--- src/rtl/alu_seq_chunked.sv ---
// alu_seq_chunked: a WIDTH-bit ALU that works through the operands CHUNK bits
// per cycle, LSB chunk first, using one CHUNK-wide slice. The carry between
// chunks is kept in a flop. Operands come in and results go out on
// valid/ready handshakes. The zero and signed-overflow flags are produced
// from the last chunk.

// One CHUNK-wide slice. The operand b arrives already inverted for SUB, so
// ADD and SUB share the same adder. AND/OR never produce a carry.
module alu_seq_chunked_slice #(
  parameter int W = 8
) (
  input  logic [W-1:0] a,
  input  logic [W-1:0] b,
  input  logic         ci,
  input  logic         arith,
  input  logic         orop,
  output logic [W-1:0] r,
  output logic         co
);

  logic [W:0] sum;

  // Adder and logic ops, selected by the latched operation class
  always_comb begin
    sum = {1'b0, a} + {1'b0, b} + {{W{1'b0}}, ci};
    r   = a & b;
    co  = 1'b0;
    if (arith) begin
      r  = sum[W-1:0];
      co = sum[W];
    end else if (orop) begin
      r  = a | b;
    end
  end

endmodule

module alu_seq_chunked #(
  parameter int WIDTH = 64,
  parameter int CHUNK = 8
) (
  input  logic             clk,
  input  logic             rst_n,
  input  logic             in_valid,
  output logic             in_ready,
  input  logic [WIDTH-1:0] a,
  input  logic [WIDTH-1:0] b,
  input  logic             cin,
  input  logic [1:0]       op,
  output logic             out_valid,
  input  logic             out_ready,
  output logic [WIDTH-1:0] s,
  output logic             cout,
  output logic             zero,
  output logic             ovf
);

  localparam int NCHUNK = WIDTH / CHUNK;
  localparam int IW     = (NCHUNK > 1) ? $clog2(NCHUNK) : 1;
  localparam logic [IW-1:0] LAST = IW'(NCHUNK - 1);

  localparam logic [1:0] S_IDLE = 2'd0;
  localparam logic [1:0] S_BUSY = 2'd1;
  localparam logic [1:0] S_DONE = 2'd2;

  localparam logic [1:0] OP_OR  = 2'b01;
  localparam logic [1:0] OP_SUB = 2'b11;

  // An uneven split would leave a partial chunk that the slice cannot cover.
  if (CHUNK < 1 || CHUNK > WIDTH || (WIDTH % CHUNK) != 0) begin : g_bad_cfg
    $error("alu_seq_chunked: WIDTH must be a positive multiple of CHUNK");
  end

  // The latched operation. b is stored as the effective operand (~b for SUB),
  // so the slice and the overflow rule both see the same b'.
  typedef struct packed {
    logic [WIDTH-1:0] a;
    logic [WIDTH-1:0] b;
    logic             arith;
    logic             orop;
  } req_t;

  logic [1:0]       state;
  req_t             req_q;
  logic [IW-1:0]    idx;
  logic             carry;
  logic             nz;     // some chunk already processed was non-zero
  logic [WIDTH-1:0] s_q;
  logic             cout_q;
  logic             zero_q;
  logic             ovf_q;

  logic [CHUNK-1:0] sl_a;
  logic [CHUNK-1:0] sl_b;
  logic [CHUNK-1:0] sl_r;
  logic             sl_co;
  logic             last;

  assign in_ready  = (state == S_IDLE) & rst_n;
  assign out_valid = (state == S_DONE);
  assign s         = s_q;
  assign cout      = cout_q;
  assign zero      = zero_q;
  assign ovf       = ovf_q;
  assign last      = (idx == LAST);

  // Pick the current chunk of both latched operands for the slice
  always_comb begin
    sl_a = '0;
    sl_b = '0;
    for (int k = 0; k < NCHUNK; k++) begin
      if (idx == IW'(k)) begin
        sl_a = req_q.a[k*CHUNK +: CHUNK];
        sl_b = req_q.b[k*CHUNK +: CHUNK];
      end
    end
  end

  alu_seq_chunked_slice #(.W(CHUNK)) u_slice (
    .a     (sl_a),
    .b     (sl_b),
    .ci    (carry),
    .arith (req_q.arith),
    .orop  (req_q.orop),
    .r     (sl_r),
    .co    (sl_co)
  );

  // Control: accept in IDLE, step through chunks in BUSY, hold in DONE
  always_ff @(posedge clk or negedge rst_n) begin
    if (!rst_n) begin
      state <= S_IDLE;
      req_q <= '0;
      idx   <= '0;
      carry <= 1'b0;
      nz    <= 1'b0;
    end else begin
      case (state)
        S_IDLE: begin
          if (in_valid && in_ready) begin
            req_q.a     <= a;
            req_q.b     <= (op == OP_SUB) ? ~b : b;
            req_q.arith <= op[1];
            req_q.orop  <= (op == OP_OR);
            carry       <= cin;
            idx         <= '0;
            nz          <= 1'b0;
            state       <= S_BUSY;
          end
        end
        S_BUSY: begin
          carry <= sl_co;
          nz    <= nz | (|sl_r);
          idx   <= idx + 1'b1;
          if (last) begin
            idx   <= '0;
            state <= S_DONE;
          end
        end
        S_DONE: begin
          if (out_ready) state <= S_IDLE;
        end
        default: state <= S_IDLE;
      endcase
    end
  end

  // Result: each slice output lands in its own bit range; flags on the last chunk
  always_ff @(posedge clk or negedge rst_n) begin
    if (!rst_n) begin
      s_q    <= '0;
      cout_q <= 1'b0;
      zero_q <= 1'b0;
      ovf_q  <= 1'b0;
    end else if (state == S_BUSY) begin
      for (int k = 0; k < NCHUNK; k++) begin
        if (idx == IW'(k)) s_q[k*CHUNK +: CHUNK] <= sl_r;
      end
      if (last) begin
        cout_q <= sl_co;
        zero_q <= ~nz & ~(|sl_r);
        ovf_q  <= req_q.arith
                & (req_q.a[WIDTH-1] == req_q.b[WIDTH-1])
                & (sl_r[CHUNK-1] != req_q.a[WIDTH-1]);
      end
    end
  end

endmodule
--- config.mk ---
export PLATFORM = sky130hd
export DESIGN_NAME = alu_seq_chunked
export DESIGN_NICKNAME = d
export VERILOG_FILES = /design/src/rtl/alu_seq_chunked.sv
export SDC_FILE = /design/constraint.sdc
export NUM_CORES = 1
export LEC_CHECK = 0
export CORE_MARGIN = 2
export CORE_UTILIZATION = 50
export DETAILED_ROUTE_END_ITERATION = 7
export PLACE_DENSITY = 0.85
export SYNTH_ARGS = -nofsm -noshare
export SYNTH_HDL_FRONTEND = slang
export SYNTH_SLANG_ARGS = --single-unit
--- constraint.sdc ---
create_clock -name clk -period 4.8 [get_ports clk]
set_input_delay 0.72 -clock clk [delete_from_list [all_inputs] [get_ports clk]]
set_output_delay 0.72 -clock clk [all_outputs]
set_load 0.02 [all_outputs]
Word-level counts from Yosys, hierarchy flattened
Cells that the tools add are included.
{"block": "word_totals", "memories": 0, "romBits": 0, "output_inout_bits": 69, "mem_bits_rw": 0, "reg_bits": 204, "elab_cells": 95, "latchBits": 0}
{"block": "op_classes", "order_cmp": 0, "reduce_logical": 16, "n_eq_ne": 16, "n_shift": 0, "mux": 31, "multipliers": 0, "addsub": 3, "bitwise_logic": 10, "div": 0}
{"cell": "two-way mux 8 bit", "n": 18}
{"cell": "two-way mux 64 bit", "n": 1}
{"cell": "inverter 64 bit", "n": 1}
{"cell": "AND reduction 2 bit", "n": 10}
{"cell": "equality test 3 bit, second input constant", "n": 4}
{"cell": "adder 8 x 8 -> 9 bit", "n": 1}
{"cell": "adder 9 x 1 -> 9 bit", "n": 1}
{"cell": "bitwise AND 8 bit", "n": 1}
{"cell": "OR 8 bit", "n": 1}
{"cell": "OR reduction 8 bit", "n": 1}
{"cell": "equality test 3 x 2 -> 1 bit, second input constant", "n": 2}
{"cell": "two-way mux 2 bit", "n": 3}
{"cell": "two-way mux 3 bit", "n": 2}
{"cell": "case mux 2 bit (3 select lines)", "n": 1}
{"cell": "case mux 3 bit (2 select lines)", "n": 1}
{"cell": "bitwise AND 1 bit", "n": 4}
{"cell": "equality test 2 x 1 -> 1 bit, second input constant", "n": 2}
{"cell": "equality test 2 bit, second input constant", "n": 2}
{"cell": "inequality test 2 x 1 -> 1 bit, second input constant", "n": 2}
{"cell": "case mux 1 bit (2 select lines)", "n": 2}
{"cell": "adder 3 x 1 -> 3 bit, second input constant", "n": 1}
{"cell": "equality test 3 x 1 -> 1 bit, second input constant", "n": 1}
{"cell": "zero test 3 bit", "n": 1}
{"cell": "two-way mux 1 bit", "n": 3}
{"cell": "other kinds (9)", "n": 10}

Depth between registers and ports, before layout
{"block": "depth", "depth_word": 15, "mapped_depth": 19, "ltp_nobuf": 17}

Hierarchy
Synthesis repeated with hierarchy kept, for this count alone.
{"block": "hier_totals", "cells_unflattened": 1065, "area_unflattened_um2": 10400.0}
{"module": "alu_seq_chunked", "n_inst": 1, "cells_each": 971, "seq_area_each_um2": 5104.9, "area_per_inst_um2": 9713.1}
{"module": "alu_seq_chunked_slice", "n_inst": 1, "cells_each": 94, "seq_area_each_um2": 0.0, "area_per_inst_um2": 686.9}

Worst setup path after synthesis
OpenSTA, ideal clock, no wires.
{"block": "synth_path", "path_type": "flip-flop to flip-flop", "startpoint": "register idx[0]", "endpoint": "register nz", "t_arrival_ps": 3554, "t_required_ps": 4643, "stages_incl_launch_ff": 18, "setup_ps": 157, "setup_slack_ps": 1089, "n_path_buf": 2, "synth_period_minus_slack_ps": 3711, "path_cell_list": "dfrtp_1 inv_1 ha_1 clkbuf_1 clkbuf_1 nand2_1 nor2_1 a21oi_1 o21ai_0 nand2_1 a31o_2 fa_1 inv_1 fa_1 a21oi_1 and4b_1 and4_1 a41oi_1"}
{"block": "synth_via", "elab_chain_len": 15, "word_cells_on_any_way": 33, "cone_classes": "2 x add/sub; 7 x eq/ne; 19 x mux; 3 x bitwise; 2 x reduce/logical"}
{"element": "start, declared", "line": "85", "rtl": "logic [IW-1:0] idx;"}
{"element": "start signal, assigned", "line": "154", "rtl": "idx <= idx + 1'b1;"}
{"element": "zero test 3 bit", "line": "112", "rtl": "if (idx == IW'(k)) begin"}
{"element": "two-way mux 8 bit (8 in series)", "line": "112"}
{"element": "adder 8 x 8 -> 9 bit, or another cell as far along", "line": "25", "rtl": "sum = {1'b0, a} + {1'b0, b} + {{W{1'b0}}, ci};"}
{"element": "adder 9 x 1 -> 9 bit or two-way mux 8 bit (tied branches)", "line": "25, 31"}
{"element": "two-way mux 8 bit *", "line": "28", "rtl": "if (arith) begin"}
{"element": "OR reduction 8 bit *", "line": "153", "rtl": "nz <= nz | (|sl_r);"}
{"element": "OR 1 bit *", "line": "153"}
{"element": "case mux 1 bit (2 select lines) *", "line": "138", "rtl": "case (state)"}
{"element": "end signal, assigned", "line": "153"}
{"element": "end, declared", "line": "87", "rtl": "logic nz;"}
Mark *: on every way between the ends. The rest lies on a longest branch, timed or not.
A chain may end at the register's enable or synchronous reset.

Worst setup path in the final report
Ends and elaborated chain as after synthesis.

==> summary.txt <==
Drt
  • DRC Markers: 0
  • Final ANT Viol Nets: 0
  • Drt wl/cell: 16.64 um
  • Via density: 5.378
  • Final wirelength: 25990 um
  • DR vias: 8400
  • DR pass1 iterations: 5
  • Initial DRC Count: 740

Synthesis
  • Mapped Cells: 1115
  • Top-area cell type share of the netlist area: 51.82%
  • Netlist cell types: 51
  • EDFF count, synth: 0
  • Synth Register Bits: 204
  • Netlist Area Pre-Place: 0.009851 mm^2
  • Area leader, netlist: dfrtp_1
  • Syn Nets: 1274
  • Yosys warning count: 0
  • Most frequent cell after synthesis: nand2_1
  • Sequential area share after synthesis: 51.82%
  • Synthesized area per cell: 8.835 um^2
  • Dominant cells by area after synthesis: dfrtp_1, nand2_1, o21ai_0
  • Fraction of registers with async set/reset: 100.0%
  • Most used DFF post-synth: dfrtp_1
  • Most frequent cells after synthesis: nand2_1, dfrtp_1, o21ai_0, xor2_1, clkbuf_1

GRT
  • First-pass GRT wire length: 40800 um
  • Vias in the first global route: 7906
  • Largest net degree at the start of global routing: 198
  • GRT overflow: 0
  • Gr usage total: 25.11%
  • Initial antenna violation count: 0

STA
  • Hold Vio Cnt, Final: 0
  • Setup WS post-layout: 0.5354 ns
  • RSZ-0062 raised after global routing: false
  • Worst slew margin: 36.53%
  • Slew of the pin with the lowest slew margin: 0.9521 ns
  • Final period util: 88.85%
  • Endpoints failing setup: 0
  • Fin Clk Skew: 0.01130 ns
  • TNS Setup: 0 ns
  • Tmin final: 4.265 ns
  • Peak Freq: 234.5 MHz
  • Final Slew Violations: 0

Clock network
  • Total CTS buffers: 21
  • Clk slew on worst S/H paths: 0.06 ns
  • H-Tree Depth: 1
  • CTS root buf: clkbuf_16
  • Resize count post-CTS: 0
  • CTS tree: built
  • Clk_lat worst skew: 0.49 ns
  • Clock sink count: 204
  • CTS Buffer Depth: 3
  • Setup bufs post-CTS: 0
  • # hold bufs at CTS: 0

Pwr
  • Worst vdd ir: 0.3513 mV
  • Pwr Density: 700.2 mW/mm^2
  • P_leak: 5.884 nW

Worst setup path
  • Worst reg2reg path depth: 16
  • Setup crit end kind: register
  • Worst setup path endpoint: nz
  • CP max stage cell: fa_1
  • Max stage delay on crit path: 0.49 ns
  • R2R setup slack: 0.54 ns
  • Crit path launch: idx[0]
  • Arrival time worst endpoint: 4.57 ns
  • WS Path Type: register to register
  • CP Depth: 16
  • Critical Path Fanout Max: 22
  • Crit path buffers/inverters: 2
  • Worst r2r src: idx[0]
  • Startpoint Class: register
  • Reg-to-Reg End: nz
  • WP data required: 5.10 ns
  • Worst path cell trace: ha_1 > ha_1 > buf_4 > nor2_1 > nand2_1 > o221ai_1 > a31o_2 > fa_1 > inv_1 > fa_1 > a211oi_1 > o21bai_1 > a21oi_1 > xnor2_1 > mux2i_2 > a41oi_1
  • Crit-path leading delay family: compound AO/OA/AOI/OAI gates

Cells and area
  • Final Core Density: 65.71%
  • Filler Cells Inserted: 1548
  • Final cell count without fillers: 1562
  • Area delta synth->final: 29.39%
  • # nets final: 1444
  • Ratio of cells with drive above 1 in the final layout: 6.014%
  • Diode count: 0

Floorplanning
  • Num rows: 51
  • # IOs: 204
  • DIE AREA: 0.02084 mm^2
  • Starting density of the core: 50.78%
  • Core region area: 0.01940 mm^2
  • Die width: 144.4 um
  • Die Ht: 144.4 um

Outcome
  • Status: finished clean

Place
  • GP Congestion: 0.9112
  • HPWL after DPL: 19180 um
  • Placed insts: 1527
  • Port Buffers: 203
  • Dpl ws: 0.3913 ns

Run
  • Max-cap viol count: 0

Hold path
  • Hold crit path type: input port to asynchronous set/reset pin
-- metal layers --
| metal | share of wire [%] | global-route usage, % |
|---|---|---|
| met3 | 7.2 | 3.510 |
| met2 | 48 | 41.71 |
| met1 | 41 | 33.89 |
| met4 | 3.6 | 9.044 |
| met5 | 0 | 0 |
-- sequential cells by signal, summed over array words and instances, names as in the netlist --
register	flops
state	2
idx	3
cout	1
zero	1
s	64
nz	1
carry	1
ovf	1
req_q	130
-- placed cells by master (no fill, tap or decap), types with 14 or more instances in the layout --
cell type	instances
a21oi_1	40
a31o_2	16
a31oi_1	15
and3_1	16
buf_4	14
clkbuf_16	21
clkdlybuf4s50_1	202
dfrtp_1	204
ha_1	22
nand2_1	380
nand2b_1	18
nor2_1	26
o21ai_0	152
o221ai_1	16
xor2_1	66
-- kinds of logic after synthesis --
group,synth area share (%)
compound gates,15.64
xor+xnor,6.046
simple gates,19.42
mux,0.4065
fa+ha+maj,3.201
flops,51.82
buf+inv,3.468
-- area by class of cell --
type,instances,area (um^2),share of cell area [%]
Clock buffer,27,608.1,4.771
Multi-Input combinational cell,827,4424,34.71
Clock inverter,8,67.56,0.5301
Inverter,13,48.80,0.3828
Tap cell,265,331.6,2.601
Timing Repair Buffer,218,2161,16.95
Sequential cell,204,5105,40.05
-- worst min path at each step --
stage / depth (start not counted) / endpoint
detailed placement: 2 / req_q[84]
finish: 1 / s[56]
CTS: 1 / s[49]
floorplan: 0 / carry
global route: 1 / req_q[116]
global placement: 2 / req_q[122]
-- where the power goes --
group,switching [W],internal [W],total (W)
Clock,0.000646,0.000942,0.00159
Combinational,0.00254,0.00172,0.00426
Sequential,0.000574,0.00250,0.00308
-- per-stage QoR --
stage          area [um^2]  hold slack [ns]  power [W]
3_5_place_dp         12070           0.4628   0.007284
2_1_floorplan         9851           0.4244   0.005662
6_report             12750           0.1884   0.008924
5_1_grt              12750           0.2100   0.009562
3_3_place_gp         12070           0.4531   0.007132
4_1_cts              12740           0.1953   0.008904
-- worst reg2reg max path, stage by stage (launching register included) --
cell,delay (ns)
dfrtp_1,0.43
ha_1,0.25
ha_1,0.18
buf_4,0.20
nor2_1,0.14
nand2_1,0.32
o221ai_1,0.36
a31o_2,0.18
fa_1,0.21
inv_1,0.07
fa_1,0.49
a211oi_1,0.23
o21bai_1,0.11
a21oi_1,0.22
xnor2_1,0.10
mux2i_2,0.40
a41oi_1,0.19
(Power assumes the default switching activity.)
